<file path="config.mk">
export PLATFORM = sky130hd
export DESIGN_NAME = uart_tx_sched
export DESIGN_NICKNAME = d
export VERILOG_FILES = /design/src/rtl/uart_tx_sched_pkg.sv /design/src/rtl/uart_tx_sched_rr_arbiter.sv /design/src/rtl/uart_tx_sched.sv
export SDC_FILE = /design/constraint.sdc
export NUM_CORES = 1
export LEC_CHECK = 0
export ABC_CLOCK_PERIOD_IN_PS = 6600
export CAP_MARGIN = 30
export CORE_MARGIN = 5
export CORE_UTILIZATION = 47
export DETAILED_ROUTE_END_ITERATION = 8
export GPL_ROUTABILITY_DRIVEN = 0
export GPL_TIMING_DRIVEN = 0
export PLACE_DENSITY = 0.89
export RECOVER_POWER = 50
export SETUP_SLACK_MARGIN = 0.15
export SLEW_MARGIN = 40
export SYNTH_ARGS = -nofsm -noshare
export SYNTH_HDL_FRONTEND = slang
export SYNTH_SLANG_ARGS = --single-unit
</file>
<file path="constraint.sdc">
create_clock -name tx_clk -period 6.6 [get_ports tx_clk]
set_input_delay 1.32 -clock tx_clk [delete_from_list [all_inputs] [get_ports tx_clk]]
set_output_delay 1.32 -clock tx_clk [all_outputs]
set_load 0.02 [all_outputs]
</file>
<file path="src/rtl/uart_tx_sched_pkg.sv">
// Shared types and frame constants for the UART transmit scheduler.
package uart_tx_sched_pkg;

    typedef enum logic [1:0] {
        ST_IDLE  = 2'd0,
        ST_ISSUE = 2'd1,
        ST_FRAME = 2'd2,
        ST_GAP   = 2'd3
    } sched_state_e;

    // Start, parity and stop bits wrapped around the data bits.
    localparam int unsigned FRAME_OVERHEAD = 3;

    function automatic int unsigned frame_len(input int unsigned data_width);
        return data_width + FRAME_OVERHEAD;
    endfunction

endpackage

</file>
<file path="src/rtl/uart_tx_sched_rr_arbiter.sv">
// Combinational round-robin pick: first set request at or after ptr, with wrap.
module rr_arbiter #(
    parameter  int unsigned NUM_REQ = 4,
    localparam int unsigned ID_W    = $clog2(NUM_REQ)
) (
    input  logic [NUM_REQ-1:0] req,
    input  logic [ID_W-1:0]    ptr,
    output logic [ID_W-1:0]    winner,
    output logic               valid
);

    logic [2*NUM_REQ-1:0] dbl;
    logic [NUM_REQ-1:0]   rot;
    logic [ID_W:0]        sum;

    // Rotate so bit 0 is the pointer position; the lowest set bit then wins.
    always_comb begin
        dbl    = {req, req};
        rot    = NUM_REQ'(dbl >> ptr);
        winner = '0;
        valid  = 1'b0;
        sum    = '0;
        for (int i = int'(NUM_REQ) - 1; i >= 0; i--) begin
            if (rot[i]) begin
                sum = {1'b0, ptr} + (ID_W+1)'(i);
                if (sum >= (ID_W+1)'(NUM_REQ)) begin
                    sum = sum - (ID_W+1)'(NUM_REQ);
                end
                winner = sum[ID_W-1:0];
                valid  = 1'b1;
            end
        end
    end

endmodule

</file>
<file path="src/rtl/uart_tx_sched.sv">
// Round-robin scheduler sharing one UART transmitter among NUM_REQ byte sources;
// times each frame and the inter-frame gap itself since the transmitter has no busy flag.
module uart_tx_sched
    import uart_tx_sched_pkg::*;
#(
    parameter  int unsigned NUM_REQ    = 4,
    parameter  int unsigned DATA_WIDTH = 8,
    parameter  int unsigned GAP_CYCLES = 1,
    localparam int unsigned ID_W       = $clog2(NUM_REQ)
) (
    input  logic                          tx_clk,
    input  logic                          reset,
    input  logic                          enable,
    input  logic [NUM_REQ-1:0]            req,
    input  logic [NUM_REQ*DATA_WIDTH-1:0] req_data,
    output logic [NUM_REQ-1:0]            req_ack,
    output logic                          tx_start_n,
    output logic [DATA_WIDTH-1:0]         tx_data,
    output logic [ID_W-1:0]               grant_id,
    output logic                          busy,
    output logic                          frame_done
);

    localparam int unsigned FRAME_LEN = frame_len(DATA_WIDTH);
    localparam int unsigned CNT_MAX   = (FRAME_LEN > GAP_CYCLES) ? FRAME_LEN : GAP_CYCLES;
    localparam int unsigned CNT_W     = $clog2(CNT_MAX + 1);

    sched_state_e          state_q, state_d;
    logic [CNT_W-1:0]      cnt_q, cnt_d;
    logic [ID_W-1:0]       ptr_q, ptr_d;
    logic [ID_W-1:0]       win_id, id_d;
    logic                  win_valid;
    logic [DATA_WIDTH-1:0] win_data, data_d;
    logic [NUM_REQ-1:0]    win_onehot, ack_d;
    logic                  start_n_d, busy_d, done_d;

    rr_arbiter #(.NUM_REQ(NUM_REQ)) u_arb (
        .req    (req),
        .ptr    (ptr_q),
        .winner (win_id),
        .valid  (win_valid)
    );

    // Byte and ack lane of the current arbitration winner.
    always_comb begin
        win_data   = '0;
        win_onehot = '0;
        for (int unsigned i = 0; i < NUM_REQ; i++) begin
            if (win_id == ID_W'(i)) begin
                win_data      = req_data[i*DATA_WIDTH +: DATA_WIDTH];
                win_onehot[i] = 1'b1;
            end
        end
    end

    always_ff @(posedge tx_clk) begin
        if (reset) begin
            state_q    <= ST_IDLE;
            cnt_q      <= '0;
            ptr_q      <= '0;
            req_ack    <= '0;
            tx_start_n <= 1'b1;
            tx_data    <= '0;
            grant_id   <= '0;
            busy       <= 1'b0;
            frame_done <= 1'b0;
        end else begin
            state_q    <= state_d;
            cnt_q      <= cnt_d;
            ptr_q      <= ptr_d;
            req_ack    <= ack_d;
            tx_start_n <= start_n_d;
            tx_data    <= data_d;
            grant_id   <= id_d;
            busy       <= busy_d;
            frame_done <= done_d;
        end
    end

    // Outputs are computed for the state being entered, so registering them lines up with it.
    always_comb begin
        state_d   = state_q;
        cnt_d     = cnt_q;
        ptr_d     = ptr_q;
        data_d    = tx_data;
        id_d      = grant_id;
        ack_d     = '0;
        start_n_d = 1'b1;
        busy_d    = 1'b0;
        done_d    = 1'b0;
        unique case (state_q)
            ST_IDLE: begin
                if (enable && win_valid) begin
                    state_d   = ST_ISSUE;
                    data_d    = win_data;
                    id_d      = win_id;
                    ptr_d     = (win_id == ID_W'(NUM_REQ - 1)) ? '0 : win_id + ID_W'(1);
                    ack_d     = win_onehot;
                    start_n_d = 1'b0;
                    busy_d    = 1'b1;
                end
            end
            ST_ISSUE: begin
                state_d = ST_FRAME;
                cnt_d   = CNT_W'(1);
                busy_d  = 1'b1;
            end
            ST_FRAME: begin
                if (cnt_q == CNT_W'(FRAME_LEN)) begin
                    if (GAP_CYCLES != 0) begin
                        state_d = ST_GAP;
                        cnt_d   = CNT_W'(1);
                        busy_d  = 1'b1;
                    end else begin
                        state_d = ST_IDLE;
                        cnt_d   = '0;
                    end
                end else begin
                    cnt_d  = cnt_q + CNT_W'(1);
                    busy_d = 1'b1;
                    done_d = (cnt_q == CNT_W'(FRAME_LEN - 1));
                end
            end
            ST_GAP: begin
                if (cnt_q == CNT_W'(GAP_CYCLES)) begin
                    state_d = ST_IDLE;
                    cnt_d   = '0;
                end else begin
                    cnt_d  = cnt_q + CNT_W'(1);
                    busy_d = 1'b1;
                end
            end
        endcase
    end

endmodule

</file>
==> results.py <==
metrics = {
    "cts": {
        "clockBufferDepth": 2,
        "cts_made_buffers": 3,
        "path_clk_slew_ns": 0.14,
        "clock-root-buffer": "clkbuf_4",
        "cts_tree": "done",
        "postCtsSetupBuffers": 0,
        "post_cts_resized": 0,
        "holdBufCountCts": 0,
        "htree_levels": 1,
        "clk-insertion-delay-late_ns": 0.33,
        "clock_sinks": 25,
    },
    "sta": {
        "setup_violations": 0,
        "hold_violations": 0,
        "slew_violations": 0,
        "fmax_mhz": 266,
        "rsz0062_at_grt": "false",
        "relSlewSlack": 0.657,
        "worst_pin_slew_ns": 0.514,
        "fin_setup_tns_ns": 0,
        "fin_crit_ns": 3.77,
        "setup_ws_ns": 2.83,
        "finalCritPeriodShare": 0.571,
        "clock-skew-final_ns": 0.00191,
    },
    "setup_path": {
        "ff2ff_path_depth": 10,
        "reg2reg_to": "tx_data[4]$_SDFFE_PP0P_",
        "cp_top_family": "buffers and inverters",
        "cpMostUsedCell": "clkbuf_1",
        "worstSetupEndpoint": "tx_data[4]$_SDFFE_PP0P_",
        "startpoint": "req[1]",
        "crit_chain": "clkdlybuf4s50_1 > a21boi_0 > o22ai_1 > a21oi_1 > ha_1 > clkbuf_1 > clkbuf_1 > o21ai_0 > a221oi_1 > nor3_1",
        "r2r_start": "ptr_q[1]$_SDFFE_PP0P_",
        "crit_type": "primary input to register",
        "cp.arrival_ns": 3.98,
        "cpPeakStageDelay_ns": 0.56,
        "worst-path-buf-inv": 3,
        "cp.required_ns": 6.81,
        "critPathLaunchType": "primary input",
        "crit_cells": 10,
        "crit_path_top_delay_cell": "clkdlybuf4s50_1",
        "end_kind": "register",
        "cp_max_fo": 10,
        "reg2reg_setup_slack_ns": 3.79,
    },
    "synthesis": {
        "synth_top_area_share": 0.337,
        "synth_edf_count": 0,
        "netlist_instances": 185,
        "synth.largest_area_cell": "dfxtp_1",
        "yosys_warnings": 0,
        "synth.area.top_cells": "dfxtp_1 (34%), ha_1 (9.3%), a21oi_1 (8.4%), a221oi_1 (5.3%), inv_1 (4.3%)",
        "yosysUniqueCellTypes": 38,
        "synth_nets": 235,
        "syn-cell-area_sq_um": 1480,
        "synth-main-ff-cell": "dfxtp_1",
        "ys_ff_latch": 25,
        "syn_avg_cell_area_sq_um": 8.02,
        "async_reset_ff_frac": 0,
        "ys_seq_area_frac": 0.337,
    },
    "layout": {
        "fillers": 257,
        "layout_common_cells": "clkdlybuf4s50_1 (39), a21oi_1 (25), dfxtp_1 (25)",
        "drive_gt1_frac": 0.0741,
        "nets": 294,
        "layout_commonest_cell": "clkdlybuf4s50_1",
        "diodes": 0,
        "syn2layout_area_growth_pct": 41.7,
    },
    "grt": {
        "grt_pass1_vias": 1450,
        "grt_first_pass_wirelength_microns": 6490,
        "antenna_found_initial": 0,
        "grt_max_degree": 16,
        "grt-ovfl-total": 0,
        "grt_usage": 0.190,
    },
    "routing": {
        "route.vias.total": 1530,
        "totalWireLength_microns": 3930,
        "route.detailed.drc": 0,
        "drt_first_pass_iters": 4,
        "drtIter0Drc": 52,
        "vias_per_cell": 5.33,
        "wl_per_cell_microns": 13.7,
        "postRouteAntennaNets": 0,
    },
    "floorplanning": {
        "start_util": 0.486,
        "pin_count": 56,
        "core_sq_um": 3050,
        "rows": 20,
        "die_h_microns": 66.2,
        "dieArea_sq_um": 4380,
        "fp.dieW_microns": 66.2,
    },
    "power": {
        "powerDensity_nw_per_um2": 305,
        "total_leakage_power_uw": 0.000864,
        "max-vdd-ir-drop_uv": 150,
    },
    "placed_design": {
        "dp_slack_ns": 2.49,
        "portBuffers": 54,
        "hpwlAfterDp_microns": 3010,
    },
    "hold_path": {
        "hold_path.class": "register to register",
    },
    "run_status": {
        "run_status": "finished, final reports clean",
    },
    "flow_run": {
        "drv_cap": 0,
    },
}
-- worst min path at each step --
stage | startpoint | end | slack [ns] | cells after the start
after global routing | grant_id[1]$_SDFFE_PP0P_ | grant_id[1]$_SDFFE_PP0P_ | 0.51 | 2
after detailed placement | grant_id[1]$_SDFFE_PP0P_ | grant_id[1]$_SDFFE_PP0P_ | 0.45 | 2
final | grant_id[1]$_SDFFE_PP0P_ | grant_id[1]$_SDFFE_PP0P_ | 0.47 | 2
after floorplan | ptr_q[0]$_SDFFE_PP0P_ | ptr_q[0]$_SDFFE_PP0P_ | 0.49 | 2
after CTS | grant_id[1]$_SDFFE_PP0P_ | grant_id[1]$_SDFFE_PP0P_ | 0.48 | 2
after global placement | grant_id[1]$_SDFFE_PP0P_ | grant_id[1]$_SDFFE_PP0P_ | 0.45 | 2
-- synth_stat cells (2+ instances only) --
master / n
a21oi_1: 25
dfxtp_1: 25
inv_1: 17
nand2_1: 14
ha_1: 11
clkbuf_1: 10
nor3_1: 10
o21ai_0: 10
a221oi_1: 9
nor2_2: 8
and3_1: 6
nor2_1: 5
nand3_1: 4
a211oi_1: 3
buf_6: 2
mux2i_1: 2
nor2b_1: 2
o22ai_1: 2
-- routing by layer --
layer	GRT usage	vias up	routed length, microns
li1	-	778	-
met1	0.229	700	1670
met2	0.315	40	1960
met3	0.0408	12	155
met4	0.0964	0	138
met5	0	-	0
-- registers in the layout (all words and copies together) (netlist names) --
register    cells
grant_id        2
busy            1
ptr_q           2
cnt_q           4
tx_data         8
req_ack         4
frame_done      1
state_q         2
tx_start_n      1
-- report_power, final --
part           internal, uW  switching [uW]  leakage, uW  total, uW
clock network          23.2            49.1    0.0000139       72.4
registers               187            24.2     0.000205        211
logic                   157             199     0.000645        357
-- cell type report --
type,instances,area [sq um],area share
Multi-Input combinational cell,129,843,0.401
Clock inverter,1,7.51,0.00357
Clock buffer,3,22.5,0.0107
Buffer,14,68.8,0.0327
Timing Repair Buffer,54,541,0.257
Tap cell,44,55.1,0.0262
Sequential cell,25,500,0.238
Inverter,17,63.8,0.0304
-- cell families after synthesis --
logic type	after synthesis	synth area share
AND/OR/NAND/NOR	59	0.220
AO/OA/AOI/OAI	57	0.247
buffers and inverters	31	0.0894
flip-flops	25	0.337
adder cells (fa/ha/maj)	11	0.0927
multiplexers	2	0.0135
-- metrics by stage --
stage / total power (uW) / hold WS [ns] / cell area (sq um) / instances / util
after global routing: 699 / 0.507 / 2100 / 287 / 0.689
after global placement: 569 / 0.452 / 2080 / 283 / 0.681
after detailed placement: 577 / 0.455 / 2080 / 283 / 0.681
after floorplan: 459 / 0.491 / 1480 / 185 / -
after CTS: 652 / 0.483 / 2110 / 287 / 0.691
final: 640 / 0.471 / 2100 / 287 / 0.689
-- worst register-to-register path, delay by kind of cell, from the launching register on --
kind / cells / cell delay, ns
AO/OA/AOI/OAI: 4 / 0.90
adder cells (fa/ha/maj): 1 / 0.22
buffers and inverters: 3 / 0.93
flip-flops: 1 / 0.34
multiplexers: 1 / 0.22
AND/OR/NAND/NOR: 1 / 0.09
Power figures use the tool's default switching activity.
